**config.mk**
```make
export PLATFORM = sky130hd
export DESIGN_NAME = io_out_digit_ctrl
export DESIGN_NICKNAME = d
export VERILOG_FILES = /design/src/rtl/io_out_digit_ctrl.sv
export SDC_FILE = /design/constraint.sdc
export NUM_CORES = 1
export LEC_CHECK = 0
export ABC_AREA = 1
export CORE_MARGIN = 2
export CORE_UTILIZATION = 53
export DETAILED_ROUTE_END_ITERATION = 16
export HOLD_SLACK_MARGIN = 0.05
export MAX_ROUTING_LAYER = met4
export PLACE_DENSITY_LB_ADDON = 0.25
export SYNTH_ARGS = -nofsm -noshare
export SYNTH_HDL_FRONTEND = slang
export SYNTH_SLANG_ARGS = --single-unit
```
**constraint.sdc**
```tcl
create_clock -name clock -period 2.9 [get_ports clock]
set_input_delay 0.725 -clock clock [delete_from_list [all_inputs] [get_ports clock]]
set_output_delay 0.725 -clock clock [all_outputs]
set_load 0.05 [all_outputs]
```
**src/rtl/io_out_digit_ctrl.sv**
```systemverilog
`default_nettype none
// ============================================================================
// Module   : io_out_digit_ctrl
// Brief    : Two CPU-writable output ports shown as two BCD digits (value mod
//            100), converted by one shared bit-serial mod-100 engine.
// Revision : 1.0 - initial release
// ============================================================================
module io_out_digit_ctrl #(
  parameter logic [31:0] PORT0_ADDR = 32'h0000_0080,
  parameter logic [31:0] PORT1_ADDR = 32'h0000_0084
) (
  input  logic        clock,
  input  logic        resetn,
  input  logic [31:0] addr,
  input  logic [31:0] datain,
  input  logic        we,
  output logic [31:0] port0_q,
  output logic [31:0] port1_q,
  output logic [3:0]  dig1_1,
  output logic [3:0]  dig1_0,
  output logic [3:0]  dig2_1,
  output logic [3:0]  dig2_0,
  output logic        busy,
  output logic        upd
);

  typedef enum logic [1:0] {
    S_IDLE  = 2'd0,
    S_CONV  = 2'd1,
    S_SPLIT = 2'd2
  } state_t;

  state_t      r_state;
  state_t      w_state_next;
  logic        r_pend0;
  logic        r_pend1;
  logic        r_last;
  logic        r_sel;
  logic [31:0] r_snap;
  logic [6:0]  r_rem;
  logic [4:0]  r_cnt;

  logic        w_st0;
  logic        w_st1;
  logic        w_load;
  logic        w_pick;
  logic [7:0]  w_t;
  logic        w_ge;
  logic [6:0]  w_sub;
  logic [3:0]  w_tens;
  logic [3:0]  w_tens_x10_lo;
  logic [3:0]  w_ones;

  assign w_st0  = we && (addr == PORT0_ADDR);
  assign w_st1  = we && (addr == PORT1_ADDR);
  assign w_load = (r_state == S_IDLE) && (r_pend0 || r_pend1);
  // Port 1 is picked when it is the only one pending, or on a tie after port 0 was served.
  assign w_pick = r_pend1 && (!r_pend0 || !r_last);

  // rem stays below 100, so t < 200 and at most one subtraction is needed per step.
  assign w_t   = {r_rem, r_snap[31]};
  assign w_ge  = (w_t >= 8'd100);
  assign w_sub = w_t[6:0] - 7'd100;

  always_comb begin
    w_tens = 4'd0;
    for (int k = 1; k < 10; k++) begin
      if (r_rem >= 7'(10 * k)) w_tens = 4'(k);
    end
  end

  // The ones digit is below 10, so only the low nibble of 10*tens matters.
  assign w_tens_x10_lo = {w_tens[0], 3'b000} + {w_tens[2:0], 1'b0};
  assign w_ones        = r_rem[3:0] - w_tens_x10_lo;

  assign busy = (r_state != S_IDLE);

  always_ff @(posedge clock or negedge resetn) begin
    if (!resetn) r_state <= S_IDLE;
    else         r_state <= w_state_next;
  end

  always_comb begin
    w_state_next = r_state;
    case (r_state)
      S_IDLE:  if (w_load) w_state_next = S_CONV;
      S_CONV:  if (r_cnt == 5'd31) w_state_next = S_SPLIT;
      S_SPLIT: w_state_next = S_IDLE;
      default: w_state_next = S_IDLE;
    endcase
  end

  always_ff @(posedge clock or negedge resetn) begin
    if (!resetn) begin
      port0_q <= 32'd0;
      port1_q <= 32'd0;
      dig1_1  <= 4'd0;
      dig1_0  <= 4'd0;
      dig2_1  <= 4'd0;
      dig2_0  <= 4'd0;
      upd     <= 1'b0;
      r_pend0 <= 1'b0;
      r_pend1 <= 1'b0;
      r_last  <= 1'b1;
      r_sel   <= 1'b0;
      r_snap  <= 32'd0;
      r_rem   <= 7'd0;
      r_cnt   <= 5'd0;
    end else begin
      upd <= 1'b0;
      if (w_st0) port0_q <= datain;
      if (w_st1) port1_q <= datain;
      // A store on the load edge keeps the pend set so the new value converts later.
      r_pend0 <= w_st0 || (r_pend0 && !(w_load && !w_pick));
      r_pend1 <= w_st1 || (r_pend1 && !(w_load && w_pick));
      case (r_state)
        S_IDLE: begin
          if (w_load) begin
            r_sel  <= w_pick;
            r_last <= w_pick;
            r_snap <= w_pick ? port1_q : port0_q;
            r_rem  <= 7'd0;
            r_cnt  <= 5'd0;
          end
        end
        S_CONV: begin
          r_rem  <= w_ge ? w_sub : w_t[6:0];
          r_snap <= {r_snap[30:0], 1'b0};
          r_cnt  <= r_cnt + 5'd1;
        end
        S_SPLIT: begin
          if (r_sel) begin
            dig2_1 <= w_tens;
            dig2_0 <= w_ones;
          end else begin
            dig1_1 <= w_tens;
            dig1_0 <= w_ones;
          end
          upd <= 1'b1;
        end
        default: ;
      endcase
    end
  end

endmodule
`default_nettype wire

```
After elaboration in Yosys (flattened, before gate mapping) --
Index checks and enable logic that the tools add are counted.
Word-level totals: input bits 67, flip-flop bits (word level) 131
Cells by class: muxes and demuxes 21, $add $sub $neg 4, $lt $le $gt $ge 10, eq/ne operators 7, reductions and logical operators 25, bitwise gates (word level) 1
Operators with widths (count):
- == test 32 x 8 -> 1 bit (second input constant) | 2
- 2-to-1 mux 32 bit | 2
- case mux 32 bit (2 select lines) | 1
- 2-to-1 mux 4 bit | 6
- greater-or-equal comparator 7 x 6 -> 1 bit (second input constant) | 3
- greater-or-equal comparator 7 bit (second input constant) | 3
- greater-or-equal comparator 7 x 5 -> 1 bit (second input constant) | 2
- 2-to-1 mux 7 bit | 2
- case mux 7 bit (2 select lines) | 1
- case mux 5 bit (2 select lines) | 1
- AND reduction 2 bit | 5
- greater-or-equal comparator 8 x 7 -> 1 bit (second input constant) | 1
- logical AND 1 bit | 8
- 2-to-1 mux 2 bit | 4
- greater-or-equal comparator 7 x 4 -> 1 bit (second input constant) | 1
- subtractor 7 bit (second input constant) | 1
- adder 5 x 1 -> 5 bit (second input constant) | 1
- == test 5 bit (second input constant) | 1
- zero test 1 bit | 5
- 2-to-1 mux 5 bit | 1
- adder 4 bit | 1
- logical OR 1 bit | 4
- != test 2 bit (second input constant) | 2
- case mux 2 bit (2 select lines) | 1
- 7 further kinds | 9

Logic depth before layout (Yosys ltp) --
depth in word-level cells 12, mapped depth 18, mapped depth without buffers 18

Least setup slack after synthesis --
OpenSTA, ideal clock, no wires.
path kind reg2reg, from register r_rem[1], to register dig1_0[3], path slack 0.883 ns, required time 2.782 ns, data arrival time 1.899 ns, stages on the path, launching flop included 15, cells stage by stage dfrtp_1 -> inv_1 -> ha_1 -> nand3_1 -> nor2_1 -> nor2_1 -> o21ai_0 -> nand2_1 -> inv_1 -> ha_1 -> xnor2_1 -> xor2_1 -> nand3_1 -> nand3_1 -> nand2_1
RTL lines:
- from (decl) | line 40 | logic [6:0] r_rem;
- from (signal assigned) | line 127 | r_rem <= w_ge ? w_sub : w_t[6:0];
- greater-or-equal comparator 7 x 5 -> 1 bit | line 68 | if (r_rem >= 7'(10 * k)) w_tens = 4'(k);
- 2-to-1 mux 2 bit (2 in series) | line 68
- 2-to-1 mux 4 bit (5 in series) | line 68
- 2-to-1 mux 4 bit * | line 68
- via w_tens[1] | line 50 | logic [3:0] w_tens;
- adder 4 bit * | line 73 | assign w_tens_x10_lo = {w_tens[0], 3'b000} + {w_tens[2:0], 1'b0};
- subtractor 4 bit * | line 74 | assign w_ones = r_rem[3:0] - w_tens_x10_lo;
- to (signal assigned) | line 137 | dig1_0 <= w_ones;
- to (decl) | line 20 | output logic [3:0] dig1_0,
The timed path passes the listed nets; every way through them passes the cells marked *. A chain may end at the register's enable or synchronous reset.

Worst setup path after layout --
from register r_state[1], to output busy
Between the ends: cells in the longest elaborated chain, start to end 1
Ends and longest elaborated chain:
- from (decl) | line 33 | state_t r_state;
- from (signal assigned) | line 80 | else r_state <= w_state_next;
- nonzero test 2 bit | line 76 | assign busy = (r_state != S_IDLE);
- to (decl) | line 23 | output logic busy,
No other way between the ends.

==> results.toml <==
[outcome]
status = "complete, no violations"

[cts]
clock-sinks = 131
clockBufferDepth = 2
cts.clk_slew.worst_paths_ns = 0.06
root_buffer = "clkbuf_16"
htreeDepth = 4
post-cts-setup-buffer-count = 0
numCtsBuffers = 17
cts_hold_buf = 0
cts_resized = 0
cts_tree = "done"
clk_latency_ns = 0.41

[final_layout]
seq_area_sq_mm = 0.00328
multi_input_area_sq_mm = 0.00231
drive_gt1_share_pct = 8.87
area_growth_pct = 37.6
fillCellCount = 740
final_cell_area_sq_mm = 0.00831
nNetsFinal = 911
antenna_cells = 0
stdcell_count = 986

[placement]
pre_cts_slack_ns = 0.329
post-dp-hpwl_microns = 10400
place_inst = 954
port_buffers = 148
post_dp_cell_area_sq_mm = 0.00760
place_congestion = 0.907

[sta]
final_max_slew_viol_count = 0
post-route-period-util_pct = 88.4
clock_skew_ns = 0.0106
worst_pin_slew_ns = 1.04
finalCriticalPeriod_ns = 2.56
hold_viol_final = 0
fmax_ghz = 0.390
setup_violations = 0
timing.final.ws_setup_ns = 0.336
fin_setup_tns_ns = 0
slew_headroom_pct = 30.5
rsz0062_at_grt = "no"

[synthesis]
synth_top_area_share_pct = 53.8
yosysMostFrequentCell = "nand2_1"
synthTopCellsByCount = "194 x nand2_1, 130 x dfrtp_1, 63 x inv_1"
netlist_instances = 689
yosys.area.top_type = "dfrtp_1"
yosysWarnings = 0
synth_cell_types = 32
syn_nets = 767
synth_edf_count = 0
seq_area_frac_synth_pct = 54.3
synthTopCellsByArea = "dfrtp_1 54%, nand2_1 12%, o21ai_0 4.6%"
synth_seq_cells = 131
synthArstFlopShare_pct = 100
avgSynthCellArea_sq_um = 8.77
syn_area_sq_mm = 0.00604
synth-main-ff-cell = "dfrtp_1"

[worst_setup_path]
endpoint_kind = "primary output"
path_cells = "nor2_1 -> inv_1 -> clkdlybuf4s50_1"
start_kind = "flip-flop"
critPathMaxFanout = 3
crit_path_top_delay_cell = "clkdlybuf4s50_1"
path_class = "flip-flop to primary output"
cp.arrival_ns = 1.84
cpPeakStageDelay_ns = 0.73
crit_required_ns = 2.17

[routing]
first_iter_violations = 452
post-route-drc-count = 0
vias = 5466
wl_per_cell_microns = 16.0
vias_per_cell = 5.54
ant_nets = 0
wirelength_microns = 15800
first_pass_iters = 5

[die]
fp.dieW_microns = 111
rows = 38
start_util_pct = 55.0
die-area_sq_mm = 0.0123
ios = 149
core_sq_mm = 0.0110
die_h_microns = 111

[global_route]
grt_pass1_wl_microns = 26900
grt_max_degree = 66
grt_overflow = 0
grt_pass1_vias = 5773
track_usage_pct = 27.6
antenna_found_initial = 0

[worst_hold_path]
hold_class = "input pin to asynchronous set/reset pin"

[pwr]
p_leak_nw = 3.89
powerDensity_mw_per_mm2 = 548
ir_worst_vdd_mv = 0.359
power_w = 0.00455

[flow_run]
max_cap_viol_count = 0
==> path summary, 6_finish.rpt <==
kind / start / end / slack [ns] / cells after the start
worst max-delay path: r_state[1] / busy / 0.34 / 3
worst min-delay path: resetn / dig2_1[0] / 0.25 / 1
worst max register to register: r_rem[1] / dig1_0[2] / 0.47 / 15
worst min register to register: r_last / r_last / 0.48 / 2
max in group asynchronous: resetn / r_last / 1.93 / 2
min in group clock: r_last / r_last / 0.48 / 2
==> sequential cells by signal, summed over array words and instances, names as in the netlist <==
| name | flops |
|---|---|
| port0_q | 32 |
| port1_q | 32 |
| r_snap | 32 |
| r_rem | 7 |
| r_cnt | 5 |
| dig1_0 | 4 |
| dig1_1 | 4 |
| dig2_0 | 4 |
| dig2_1 | 4 |
| r_state | 2 |
| r_last | 1 |
| r_pend0 | 1 |
| r_pend1 | 1 |
| r_sel | 1 |
| upd | 1 |
==> per-layer routing <==
layer	track usage, %	routed length (microns)
met5	-	0
met4	12.3	372
met3	5.30	1020
met2	46.1	8050
met1	32.5	6370
==> final cells by class <==
| cell class | count | area share [%] |
|---|---|---|
| flip-flops and latches | 131 | 39.4 |
| well taps | 140 | 2.11 |
| repair buffers | 158 | 19.0 |
| clock inverters | 9 | 2.65 |
| inverters | 65 | 2.93 |
| clock buffers | 23 | 5.99 |
| multi-input cells | 460 | 27.8 |
==> critical path: cells and delay by family (launching register included) <==
kind                   cells  cell delay (ns)
buffers and inverters      2             0.81
DFF                        1             0.41
and+or+nand+nor            1             0.21
==> cell families after synthesis <==
kind of cell               Yosys count  share of synthesized area [%]
AOI/OAI and AO/OA                  166                           16.6
xor gates and xnor gates             4                          0.580
adders and majority gates           11                           2.28
buffers and inverters               98                           7.72
DFF                                131                           54.3
and+or+nand+nor                    279                           18.5
==> where the power goes <==
part	total, W	internal (W)	switching, W
Clock	0.00257	0.00181	0.000757
Sequential	0.00183	0.00183	0.0000000000780
Combinational	0.000154	0.0000858	0.0000681
Total	0.00455	0.00373	0.000825
==> metrics by stage <==
step	hold slack (ns)	util, %
3_5_place_dp	0.468	69.2
6_report	0.250	75.7
4_1_cts	0.262	75.7
5_1_grt	0.279	75.7
2_1_floorplan	0.429	-
3_3_place_gp	0.451	69.2
==> placed cells by master (no fill, tap or decap), drive strengths merged, types with 4 or more instances in the layout <==
master / Yosys / routed
bufinv: 0 / 7
nor4: 7 / 7
dfrtp: 130 / 130
o22ai: 4 / 4
nor2: 58 / 58
nand2: 198 / 198
buf: 17 / 11
ha: 11 / 11
o21ai: 122 / 122
nand3: 11 / 11
inv: 65 / 65
a21oi: 4 / 4
clkbuf: 16 / 23
o211ai: 28 / 28
clkdlybuf4s50: 0 / 147
Power figures use the tool's default switching activity.
==> RTL edit (config.mk and constraints unchanged) <==
Make the reset (`resetn`) synchronous in 2 clocked blocks.
--- a/src/rtl/io_out_digit_ctrl.sv
+++ b/src/rtl/io_out_digit_ctrl.sv
@@ -75,7 +75,7 @@
 
   assign busy = (r_state != S_IDLE);
 
-  always_ff @(posedge clock or negedge resetn) begin
+  always_ff @(posedge clock) begin
     if (!resetn) r_state <= S_IDLE;
     else         r_state <= w_state_next;
   end
@@ -90,7 +90,7 @@
     endcase
   end
 
-  always_ff @(posedge clock or negedge resetn) begin
+  always_ff @(posedge clock) begin
     if (!resetn) begin
       port0_q <= 32'd0;
       port1_q <= 32'd0;
Check against the original RTL: differs if resetn is asserted again (counterexample within 4 cycles, from zero or initial values and one cycle with resetn low); with resetn held inactive, the same outputs for 10 cycles.
==> RTL edit against the unedited design <==
First-iteration DRC count is 42% lower; synthesized cell count is 6.0% higher; sequential cell count did not move; maximum frequency decreased by 3.4%; power decreased by 12%; wire length fell by 6.7%; setup slack got worse by 89 ps; synthesized area down 7.1%; clock power down 19%; count of clock-buffer cells in the layout is 5 lower; design area decreased by 7.3%.
==> RTL edit: results (changes against the unedited design) <==
Yosys
  – Seq/Total Area, Yosys: 0.467 (-0.0755)
  – Synth unique cells: 34 (+6.3%)
  – Area contributors post-synth: dfxtp_1 47%, a21oi_1 9.1%, nand2_1 7.6%
  – Synth cell count leaders: 131 x dfxtp_1, 114 x nand2_1, 102 x a21oi_1
  – Compound-gate portion of the synthesized area: 0.283 (+0.117)
  – Post-synth net total: 807 (+5.2%)
  – Main flop type after synthesis: dfxtp_1
  – Asr flop ratio synth: 0 (-1.00)
  – Adder-cell area share of the yosys netlist: 0.0223 (-0.000488)
  – Post-Synth XOR/XNOR Area: 0.00624 (+0.000443)
  – EDFF count, synth: 0 (unchanged)

Placement
  – Port Buf Inserts: 148 (unchanged)
  – Hpwl dp: 9.49 mm (-9.1%)
  – RePlAce Congestion: 0.867 (-4.4%)

Setup path
  – R2R Path End: dig1_0[3]
  – Worst reg2reg setup slack: 510 ps (+40 ps)
  – R2R depth: 14 (-1)
  – CP max FO: 4 (+1)
  – Worst stage delay on the critical path: 820 ps (+90 ps)
  – Reg-to-Reg Start: r_rem[1]
  – Worst EP arrival: 1930 ps (+90 ps)

Clock tree
  – Root buffer cell: clkbuf_8
  – CTS Buffer Depth: 2 (unchanged)
  – Reg clk slew, reported paths: 60 ps (about the same)
  – Clk_lat worst skew: 520 ps (+110 ps)
  – PostCTS Resize Cnt: 0 (unchanged)

Global route
  – Global-route wire length before repair: 25.0 mm (-7.1%)
  – Met2 GRT Util: 0.452 (-0.00912)
  – GRT Util Overall: 0.274 (-0.00129)
  – Met3 usage: 0.0523 (-0.000755)
  – GR Util met1: 0.336 (+0.0103)
  – Vias in the first global route: 5477 (-5.1%)
  – Largest net degree at the start of global routing: 83 (+26%)

Drt
  – Post-Route M1 WL: 6.37 mm (-0.13%)
  – Iteration-0 DRC count of the detailed router: 264 (-42%)
  – Met2 WL: 7.30 mm (-9.3%)
  – Drt wl/cell: 14.7 um (-8.5%)
  – Via count: 5558 (+1.7%)
  – Met3 wire len: 844 um (-17%)

Power
  – Switch Pwr: 891 uW (+8.0%)
  – Peak supply drop: 0.332 mV (-7.6%)
  – Leak Pwr: 0.00320 uW (-18%)

STA
  – Clock skew: 10.4 ps (-0.193 ps)
  – Worst slew margin: 0.412 (+0.107)

Final layout
  – Share of layout cells above drive strength 1: 0.0621 (-0.0265)
  – Layout net count: 933 (+2.4%)
  – Largest regs: port0_q (32), port1_q (32), r_snap (32)

Min path
  – Worst hold path type: reg2reg

Run status
  – Status: complete, no violations
==> RTL edit: worst register-to-register path, stage by stage (launching register included) <==
cell and delay [ps]:
dfxtp_1 550, inv_1 120, ha_1 220, nand2_1 60
nor2_1 50, o21ai_0 160, a21oi_1 130, ha_1 210
xnor2_1 170, xor2_1 240, inv_1 60, nand3_1 110
nand3_1 90, nand2_1 100, inv_1 30
==> RTL edit: worst max-delay path by stage <==
stage,endpoint,start
after floorplan,dig2_0[3],r_rem[1]
after global placement,port1_q[0],addr[20]
after detailed placement,port1_q[0],addr[16]
after CTS,busy,r_state[1]
after global routing,busy,r_state[1]
final,busy,r_state[1]
==> RTL edit: logic make-up after synthesis <==
family,Yosys count
buffers and inverters,125
xor gates and xnor gates,4
AOI/OAI and AO/OA,288
and+or+nand+nor,172
DFF,131
adders and majority gates,10
==> RTL edit: metrics by stage <==
stage               instances  hold slack, ps  worst slack [ps]  instance area (um2)   util
floorplan                 730             429               894                 5610      -
detailed placement        973             450               216                 7140  0.691
global route             1005             493               203                 7710  0.747
CTS                      1005             464               229                 7710  0.747
finish                   1005             461               246                 7710  0.747
global placement          973             443               345                 7140  0.691
==> RTL edit: final cells by class <==
class / count / area, um2
Inverter: 76 / 285
Fill cell: 759 / 2620
Sequential cell: 131 / 2620
Tap cell: 136 / 170
Clock inverter: 14 / 154
Multi-Input combinational cell: 474 / 2480
Clock buffer: 18 / 418
Timing Repair Buffer: 156 / 1570
==> RTL edit: power by group through the flow <==
stage	registers (uW)	logic (uW)	clock network (uW)
after detailed placement	1840	147	0
final	1800	147	2070
after global placement	1840	143	0
after CTS	1800	147	2080
after global routing	1800	160	2160
after floorplan	1840	44.6	0
